<file path="config.mk">
export PLATFORM = sky130hd
export DESIGN_NAME = imem_loader
export DESIGN_NICKNAME = d
export VERILOG_FILES = /design/src/rtl/pipeline_pkg.sv /design/src/rtl/imem_loader_byte_assembler.sv /design/src/rtl/imem_loader.sv
export SDC_FILE = /design/constraint.sdc
export NUM_CORES = 1
export LEC_CHECK = 0
export ABC_AREA = 1
export CAP_MARGIN = 10
export CORE_ASPECT_RATIO = 0.8
export CORE_MARGIN = 2
export CORE_UTILIZATION = 45
export CTS_BUF_LIST = sky130_fd_sc_hd__clkbuf_8 sky130_fd_sc_hd__clkbuf_16
export CTS_CLUSTER_DIAMETER = 60
export DETAILED_ROUTE_END_ITERATION = 8
export HOLD_SLACK_MARGIN = 0.06
export PLACE_DENSITY_LB_ADDON = 0.08
export SYNTH_ARGS = -nofsm -noshare
export SYNTH_HDL_FRONTEND = slang
export SYNTH_SLANG_ARGS = --single-unit
</file>
<file path="constraint.sdc">
create_clock -name clk_i -period 2.5 [get_ports clk_i]
set_input_delay 0.5 -clock clk_i [delete_from_list [all_inputs] [get_ports clk_i]]
set_output_delay 0.5 -clock clk_i [all_outputs]
set_load 0.03 [all_outputs]
</file>
<file path="src/rtl/pipeline_pkg.sv">
// rtl/pipeline_pkg.sv - shared pipeline types: loader states and header size
package pipeline_pkg;

    typedef enum logic [2:0] {
        IDLE,
        HEADER,
        LOAD,
        DONE,
        ERROR
    } loader_state_e;

    localparam int LOADER_HDR_BYTES = 4;

    function automatic int max_int(input int a, input int b);
        return (a > b) ? a : b;
    endfunction

endpackage

</file>
<file path="src/rtl/imem_loader_byte_assembler.sv">
// rtl/imem_loader_byte_assembler.sv - little-endian byte-to-word assembler with completion flag
module byte_assembler #(
    parameter int NBYTES = 4,
    parameter int CW     = 2
) (
    input  logic                clk_i,
    input  logic                reset_i,
    input  logic                clear_i,
    input  logic                valid_i,
    input  logic [7:0]          data_i,
    input  logic [CW-1:0]       last_idx_i,
    output logic [NBYTES*8-1:0] word_o,
    output logic                complete_o
);

    logic [NBYTES*8-1:0] shreg_q;
    logic [CW-1:0]       cnt_q;

    // word_o already contains the byte being accepted, so a completed word
    // can be registered by the consumer in the same cycle.
    always_comb begin
        word_o = shreg_q;
        for (int k = 0; k < NBYTES; k++) begin
            if (valid_i && cnt_q == CW'(k)) begin
                word_o[8*k +: 8] = data_i;
            end
        end
    end

    assign complete_o = valid_i && (cnt_q == last_idx_i);

    always_ff @(posedge clk_i) begin
        if (reset_i || clear_i) begin
            shreg_q <= '0;
            cnt_q   <= '0;
        end else if (valid_i) begin
            shreg_q <= word_o;
            cnt_q   <= complete_o ? '0 : cnt_q + 1'b1;
        end
    end

endmodule

</file>
<file path="src/rtl/imem_loader.sv">
// rtl/imem_loader.sv - fills imem from a byte stream (32-bit LE count + LE words), holding the core meanwhile
module imem_loader
    import pipeline_pkg::*;
#(
    parameter int XLEN            = 32,
    parameter int MEMORY_CAPACITY = 256,
    localparam int AW             = $clog2(MEMORY_CAPACITY)
) (
    input  logic            clk_i,
    input  logic            reset_i,
    input  logic            start_i,
    input  logic            byte_valid_i,
    input  logic [7:0]      byte_data_i,
    output logic            byte_ready_o,
    output logic            we_o,
    output logic [AW-1:0]   waddr_o,
    output logic [XLEN-1:0] wdata_o,
    output logic            core_hold_o,
    output logic            done_o,
    output logic            error_o,
    output logic [AW:0]     words_loaded_o
);

    localparam int BPW = XLEN / 8;
    localparam int NB  = max_int(BPW, LOADER_HDR_BYTES);
    localparam int CW  = max_int(2, $clog2(BPW));

    loader_state_e   state_q;
    logic [31:0]     n_q;
    logic [AW-1:0]   word_idx_q;
    logic [AW:0]     words_loaded_q;
    logic            we_q;
    logic [AW-1:0]   waddr_q;
    logic [XLEN-1:0] wdata_q;
    logic            done_q;
    logic            error_q;

    logic            xfer;
    logic            start_ok;
    logic [CW-1:0]   last_idx;
    logic [NB*8-1:0] asm_word;
    logic            asm_complete;
    logic [31:0]     hdr_n;
    logic            last_word;

    assign byte_ready_o = (state_q == HEADER) || (state_q == LOAD);
    assign xfer         = byte_valid_i && byte_ready_o;
    assign start_ok     = start_i && (state_q == IDLE || state_q == DONE || state_q == ERROR);
    assign last_idx     = (state_q == HEADER) ? CW'(LOADER_HDR_BYTES - 1) : CW'(BPW - 1);
    assign hdr_n        = asm_word[31:0];
    assign last_word    = (32'(words_loaded_q) + 32'd1) == n_q;

    // One assembler serves both the header count and the instruction words;
    // only the completing byte index differs between the two phases.
    byte_assembler #(
        .NBYTES (NB),
        .CW     (CW)
    ) u_asm (
        .clk_i      (clk_i),
        .reset_i    (reset_i),
        .clear_i    (start_ok),
        .valid_i    (xfer),
        .data_i     (byte_data_i),
        .last_idx_i (last_idx),
        .word_o     (asm_word),
        .complete_o (asm_complete)
    );

    always_ff @(posedge clk_i) begin
        if (reset_i) begin
            state_q        <= IDLE;
            n_q            <= '0;
            word_idx_q     <= '0;
            words_loaded_q <= '0;
            we_q           <= 1'b0;
            waddr_q        <= '0;
            wdata_q        <= '0;
            done_q         <= 1'b0;
            error_q        <= 1'b0;
        end else begin
            we_q <= 1'b0;
            case (state_q)
                IDLE, DONE, ERROR: begin
                    if (start_i) begin
                        state_q        <= HEADER;
                        word_idx_q     <= '0;
                        words_loaded_q <= '0;
                        done_q         <= 1'b0;
                        error_q        <= 1'b0;
                    end
                end
                HEADER: begin
                    if (asm_complete) begin
                        n_q <= hdr_n;
                        if (hdr_n == 32'd0 || hdr_n > 32'(MEMORY_CAPACITY)) begin
                            state_q <= ERROR;
                            error_q <= 1'b1;
                        end else begin
                            state_q <= LOAD;
                        end
                    end
                end
                LOAD: begin
                    if (asm_complete) begin
                        we_q           <= 1'b1;
                        waddr_q        <= word_idx_q;
                        wdata_q        <= asm_word[XLEN-1:0];
                        words_loaded_q <= words_loaded_q + 1'b1;
                        // word_idx stops at the last address so it never wraps at full capacity
                        if (last_word) begin
                            state_q <= DONE;
                            done_q  <= 1'b1;
                        end else begin
                            word_idx_q <= word_idx_q + 1'b1;
                        end
                    end
                end
                default: state_q <= IDLE;
            endcase
        end
    end

    assign we_o           = we_q;
    assign waddr_o        = waddr_q;
    assign wdata_o        = wdata_q;
    assign done_o         = done_q;
    assign error_o        = error_q;
    assign words_loaded_o = words_loaded_q;
    assign core_hold_o    = byte_ready_o || we_q;

endmodule

</file>
After elaboration in Yosys (flattened, before gate mapping)
Index checks and enable logic that the tools add are counted.
{"block": "word_totals", "ff_bits": 129, "input_bits": 12, "output_inout_bits": 54, "elab_cells": 83}
{"block": "op_classes", "order_cmp": 1, "n_eq_ne": 14, "n_bitwise": 1, "n_mux": 26, "addsub": 4, "n_reduce_logical": 26}
{"op": "2-to-1 mux 8 bit", "n": 7}
{"op": "equality test 10 x 32 -> 1 bit", "n": 1}
{"op": "greater-than comparator 32 x 9 -> 1 bit (second input constant)", "n": 1}
{"op": "zero test 32 bit", "n": 1}
{"op": "2-to-1 mux 9 bit", "n": 2}
{"op": "case mux 9 bit (2 select lines)", "n": 1}
{"op": "case mux 8 bit (2 select lines)", "n": 1}
{"op": "AND reduction 4 bit", "n": 4}
{"op": "2-to-1 mux 3 bit", "n": 5}
{"op": "adder 9 x 1 -> 10 bit (second input constant)", "n": 1}
{"op": "adder 9 x 1 -> 9 bit (second input constant)", "n": 1}
{"op": "case mux 3 bit (3 select lines)", "n": 1}
{"op": "adder 8 x 1 -> 8 bit (second input constant)", "n": 1}
{"op": "equality test 3 x 2 -> 1 bit (second input constant)", "n": 2}
{"op": "logical AND 1 bit", "n": 6}
{"op": "logical OR 1 bit", "n": 6}
{"op": "2-to-1 mux 1 bit", "n": 6}
{"op": "inequality test 2 x 1 -> 1 bit (second input constant)", "n": 3}
{"op": "inequality test 2 bit (second input constant)", "n": 3}
{"op": "equality test 2 bit (second input constant)", "n": 2}
{"op": "case mux 1 bit (2 select lines)", "n": 2}
{"op": "AND reduction 2 bit", "n": 2}
{"op": "nonzero test 2 bit", "n": 2}
{"op": "equality test 3 x 1 -> 1 bit (second input constant)", "n": 1}
{"op": "other kinds (10)", "n": 10}

Logic depth before layout (Yosys ltp)
{"block": "logic_depth", "word_depth": 10, "ltp_mapped": 17, "ltp_nobuf": 17}

By module
From an unflattened synthesis, not the netlist that was laid out.
{"block": "unflattened", "cells_unflattened": 847, "hier_area_um2": 5975.7}
{"mod": "imem_loader", "cells_per_inst": 615, "instances": 1, "seq_area_each_um2": 1901.8, "area_each_um2": 4241.6}
{"mod": "byte_assembler", "cells_per_inst": 232, "instances": 1, "seq_area_each_um2": 680.7, "area_each_um2": 1734.2}

Least setup slack after synthesis
OpenSTA, ideal clock, no wires.
{"block": "synth_timing", "path_type": "reg-to-reg", "from": "register words_loaded_q[1], in the netlist words_loaded_o[1]", "to": "register state_q[1]", "arrival_ns": 1.935, "slack_ns": 0.455, "path_stages_with_launch": 15, "t_required_ns": 2.391, "n_path_buf": 0, "period_less_slack_ns": 2.045, "setup_time_ns": 0.109, "cell_sequence": "dfxtp_1 -> ha_1 -> nand3_1 -> o21bai_1 -> nand2_1 -> nand2_1 -> nand2_1 -> nor2_1 -> nand3_1 -> nand2_1 -> nand3_1 -> inv_1 -> nand3_1 -> nand2_1 -> inv_1"}
{"block": "synth_between", "elab_chain_cells": 4}
{"item": "start, declared", "line_no": "imem_loader.sv:31", "rtl": "logic [AW:0] words_loaded_q;"}
{"item": "start signal, assigned", "line_no": "imem_loader.sv:108", "rtl": "words_loaded_q <= words_loaded_q + 1'b1;"}
{"item": "adder 9 x 1 -> 10 bit", "line_no": "imem_loader.sv:51", "rtl": "assign last_word = (32'(words_loaded_q) + 32'd1) == n_q;"}
{"item": "equality test 10 x 32 -> 1 bit", "line_no": "imem_loader.sv:51"}
{"item": "inequality test 2 bit (no line)"}
{"item": "AND reduction 4 bit (no line)"}
{"item": "end signal, assigned", "line_no": "imem_loader.sv:71", "rtl": "state_q <= IDLE;"}
{"item": "end signal, assigned", "line_no": "imem_loader.sv:85", "rtl": "state_q <= HEADER;"}
{"item": "end signal, assigned", "line_no": "imem_loader.sv:96", "rtl": "state_q <= ERROR;"}
{"item": "end, declared", "line_no": "imem_loader.sv:28", "rtl": "loader_state_e state_q;"}
No other way between the ends.
A chain may end at the register's enable or synchronous reset.

Final worst setup path
{"block": "layout_timing", "from": "register state_q[2]", "to": "output core_hold_o"}
{"block": "layout_between", "elab_chain_cells": 3}
{"item": "equality test 3 x 1 -> 1 bit / equality test 3 x 2 -> 1 bit (equally long branches)", "line_no": "imem_loader.sv:46", "rtl": "assign byte_ready_o = (state_q == HEADER) || (state_q == LOAD);"}
{"item": "logical OR 1 bit *", "line_no": "imem_loader.sv:46"}
{"item": "logical OR 1 bit *", "line_no": "imem_loader.sv:129", "rtl": "assign core_hold_o = byte_ready_o || we_q;"}
{"item": "end, declared", "line_no": "imem_loader.sv:18", "rtl": "output logic core_hold_o,"}
Mark *: on every way between the ends. The rest lies on a longest branch, timed or not.

==> results.md <==
- Run status: finished, final reports clean
- Synth cell types: 30
- Remaining design rule violation count: 0
- Register-to-register setup slack: 0.34 ns
- IR Drop Worst-Case VDD: between 0.5 and 0.6 mV
- Starting DRC count in detailed routing: roughly 370
- Tot GR Track Use: approximately 23%
- Number of I/O pins: 66
- Gp weighted congestion: around 0.84
- Final-layout setup total negative slack: 0 ns
- Die Area: between 10000 and 15000 µm²
- Cell Count Post-Placement: around 1000
- Sequential element share of the synthesized area: a little under half
- Vias in the first global route: between 4000 and 5000
- Time the final worst path needs with I/O delays and setup: ~2.4 ns
- Kind of start point of the critical path: flop
- Syn. warnings: 0
- Initial standard-cell utilization of the core: between 40% and 50%
- Worst setup path category: reg2out
- Combined area of all synthesized cells: ~5600 µm²
- Number of buffers between clock root and the deepest sink: 2
- Cell area after placement: ~6600 µm²
- Synthesized flop and latch total: roughly 130
- Number of buffer cells added on primary ports: 65
- Via-per-instance ratio: between 5 and 6
- Post-Syn Nets: 793
- First-pass GRT wire length: 23900 µm
- Number of diodes added for antenna fixing: 0
- Core area: 12200 µm²
- Post-synth top area cell: sky130_fd_sc_hd__dfxtp_1
- Primary FF master, synth: sky130_fd_sc_hd__dfxtp_1
- Layout Cell Area excl Fill: slightly above 7000 µm²
- Max-cap check violation count: 0
- Number of sinks on the clock net: 129
- Required time of the critical path: about 2.0 ns
- Top fanout value on the critical path: 26
- Final design utilization: between 50% and 60%
- Post-DRT Antenna Nets: 0
- Clock insertion delay at the later pin of the skew report: about 0.42 ns
- Clock tree root buffer cell: sky130_fd_sc_hd__clkbuf_16
- Area contributors post-synth: sky130_fd_sc_hd__dfxtp_1, sky130_fd_sc_hd__nand2_1, sky130_fd_sc_hd__inv_1
- Quantity of hold-fixing buffers added after cts: 0
- Worst hold path type: reg2reg
- Slew @ Worst Pin: roughly 0.35 ns
- Number of endpoints failing setup at the final stage: 0
- Routed wire length per instance: between 10 and 15 µm
- Syn_area_per_cell: slightly above 7 µm²
- Fraction of final layout cells sized beyond drive strength 1: 10.1%
- Final worst setup slack: about 0.13 ns
- Crit path DAT: approximately 1.9 ns
- P_leak: around 3.2 nW
- Buffering stage count on the worst path with inverters included: 2
- Maximum cell stage delay along the critical path: 0.36 ns
- Total power draw: 6.66 mW
- Count of TritonRoute iterations in the first routing pass: 5
- RSZ-0062 raised after global routing: no
- Chip Width: between 100 and 150 µm
- Final max-slew violation count: 0
- Worst hold slack: about 0.45 ns
- Clk pin slew, worst setup/hold paths: roughly 0.050 ns
- Number of antenna violations at the first check in global routing: 0
- Dpl ws: 0.0305 ns
- Max-slew headroom at the worst pin: between 70% and 80%
- Cell chain of the critical path: inv_1, nand3_2, nand2_8, or2_2, dlygate4sd2_1
- TritonCTS clock tree: built
- Vias after detailed routing: about 5000
- Total congestion overflow: 0
- Count of flip-flops with a built-in enable after synthesis: 0
- Pwr Density: around 930 nW/µm²
- Final layout net count: about 870
- Row Count: 36
- Asr flop ratio synth: 0%
- Final period util: between 90% and 100%
- Maximum number of pins on one net before global-route repair: a little under 70
- Max frequency: roughly 420 MHz
- CTS Buf Count: 17
- CP delay by family, top: simple AND/OR/NAND/NOR gates
- Final count of hold timing violations: 0
- Dpl hpwl: slightly above 10000 µm
- Post-Syn Instances: a little under 800
- Worst Skew: between 0.006 and 0.007 ns
- Synthesis-to-finish area growth: 28.2%
- Synth top area share: between 40% and 50%
- Slowest-stage cell, CP: sky130_fd_sc_hd__dfxtp_1
- Depth of the CTS H-tree: 4
- Y dimension of the die: 104 µm
- Worst setup EP type: output pin
- Count of non-filler cells in the finished layout: slightly above 1000
- Total Routed Length: between 10000 and 15000 µm
-- power breakdown --
part / leakage [nW] / internal [mW] / total (mW) / switching [mW]
Combinational: 1.86 / 0.602 / 1.76 / 1.16
Clock: 0.313 / 1.73 / 2.62 / 0.887
Sequential: 1.04 / 2.17 / 2.28 / 0.107
-- worst register-to-register path, cell delays in order (launching register included) --
cell and delay [ns]:
sky130_fd_sc_hd__dfxtp_1 0.41, sky130_fd_sc_hd__ha_1 0.27, sky130_fd_sc_hd__nand3_1 0.15, sky130_fd_sc_hd__inv_1 0.11
sky130_fd_sc_hd__nand2_1 0.09, sky130_fd_sc_hd__nand2_1 0.07, sky130_fd_sc_hd__nand2_1 0.05, sky130_fd_sc_hd__nand2_1 0.06
sky130_fd_sc_hd__nand3_1 0.08, sky130_fd_sc_hd__nor2_1 0.09, sky130_fd_sc_hd__nand3_1 0.12, sky130_fd_sc_hd__nand2_1 0.12
sky130_fd_sc_hd__nand3_1 0.16, sky130_fd_sc_hd__inv_1 0.09, sky130_fd_sc_hd__nand3_1 0.08, sky130_fd_sc_hd__nand2_1 0.06
sky130_fd_sc_hd__inv_1 0.03
-- synthesized netlist by cell type, types with 2 or more instances --
| cell | n |
|---|---|
| sky130_fd_sc_hd__o21ai_2 | 6 |
| sky130_fd_sc_hd__nand4_1 | 21 |
| sky130_fd_sc_hd__a21oi_1 | 63 |
| sky130_fd_sc_hd__o211ai_1 | 22 |
| sky130_fd_sc_hd__inv_1 | 95 |
| sky130_fd_sc_hd__nand3_1 | 41 |
| sky130_fd_sc_hd__nand3_4 | 3 |
| sky130_fd_sc_hd__nor2_2 | 3 |
| sky130_fd_sc_hd__o21ai_0 | 48 |
| sky130_fd_sc_hd__a211oi_1 | 7 |
| sky130_fd_sc_hd__dfxtp_1 | 129 |
| sky130_fd_sc_hd__o21ai_1 | 10 |
| sky130_fd_sc_hd__buf_2 | 8 |
| sky130_fd_sc_hd__clkbuf_1 | 22 |
| sky130_fd_sc_hd__nor2_1 | 86 |
| sky130_fd_sc_hd__nand3_2 | 5 |
| sky130_fd_sc_hd__xor2_1 | 3 |
| sky130_fd_sc_hd__inv_2 | 7 |
| sky130_fd_sc_hd__buf_4 | 2 |
| sky130_fd_sc_hd__nand2_1 | 178 |
| sky130_fd_sc_hd__ha_1 | 6 |
| sky130_fd_sc_hd__buf_1 | 2 |
-- state kept, by name (all words and copies together), names as in the netlist, 2 cells and up --
register and count:
n_q 32, u_asm.shreg_q 32, wdata_o 32, words_loaded_o 9, waddr_o 8, word_idx_q 8
state_q 3, u_asm.cnt_q 2
-- cells by family after synthesis --
family / after synthesis / synth area share (%)
and+or+nand+nor: 342 / 26.7
AOI/OAI and AO/OA: 158 / 15.9
buffers and inverters: 137 / 9.61
DFF: 129 / 46.0
adders and majority gates: 6 / 1.34
xor gates and xnor gates: 3 / 0.469
-- cell usage in the layout, fill, tap and decap left out, drive strengths merged --
| cell | count |
|---|---|
| buf | 29 |
| clkinvlp | 1 |
| o21a | 1 |
| nor3b | 1 |
| ha | 6 |
| dfxtp | 129 |
| o21bai | 1 |
| or2 | 2 |
| nand3 | 49 |
| bufinv | 4 |
| clkdlybuf4s50 | 63 |
| nand2 | 180 |
| o211ai | 22 |
| xor2 | 3 |
| clkbuf | 20 |
| nand4 | 21 |
| dlygate4sd2 | 2 |
| nor2 | 89 |
| a21oi | 63 |
| inv | 104 |
| clkinv | 4 |
| a211oi | 7 |
| o21ai | 64 |
-- metal layers --
metal	routed length, µm	vias to the layer above	GRT usage, %
met5	0	-	0
li1	-	2659	-
met3	578	13	6.79
met2	6140	101	33.0
met1	7370	2332	32.8
met4	170	0	6.68
-- worst paths after layout --
path	depth (start not counted)	endpoint	startpoint
setup reg to reg	16	state_q[1]	words_loaded_o[1]
hold / removal	2	n_q[30]	n_q[30]
hold reg to reg	2	n_q[30]	n_q[30]
setup / recovery	5	core_hold_o	state_q[2]
-- repair_timing --
| action | in CTS | in global routing |
|---|---|---|
| endpoints found under the setup margin | 2 | 1 |
| gates resized for setup | 2 | 1 |
| pin swaps | 0 | 0 |
| setup buffers | 0 | 0 |
-- cell type report --
type                            count  area (µm²)
Sequential cell                   129        2580
Clock inverter                     11         160
Tap cell                          152         190
Multi-Input combinational cell    509        2490
Clock buffer                       20         467
Fill cell                        1134        4970
Timing Repair Buffer               94         916
Inverter                          102         383
(Power assumes the default switching activity.)
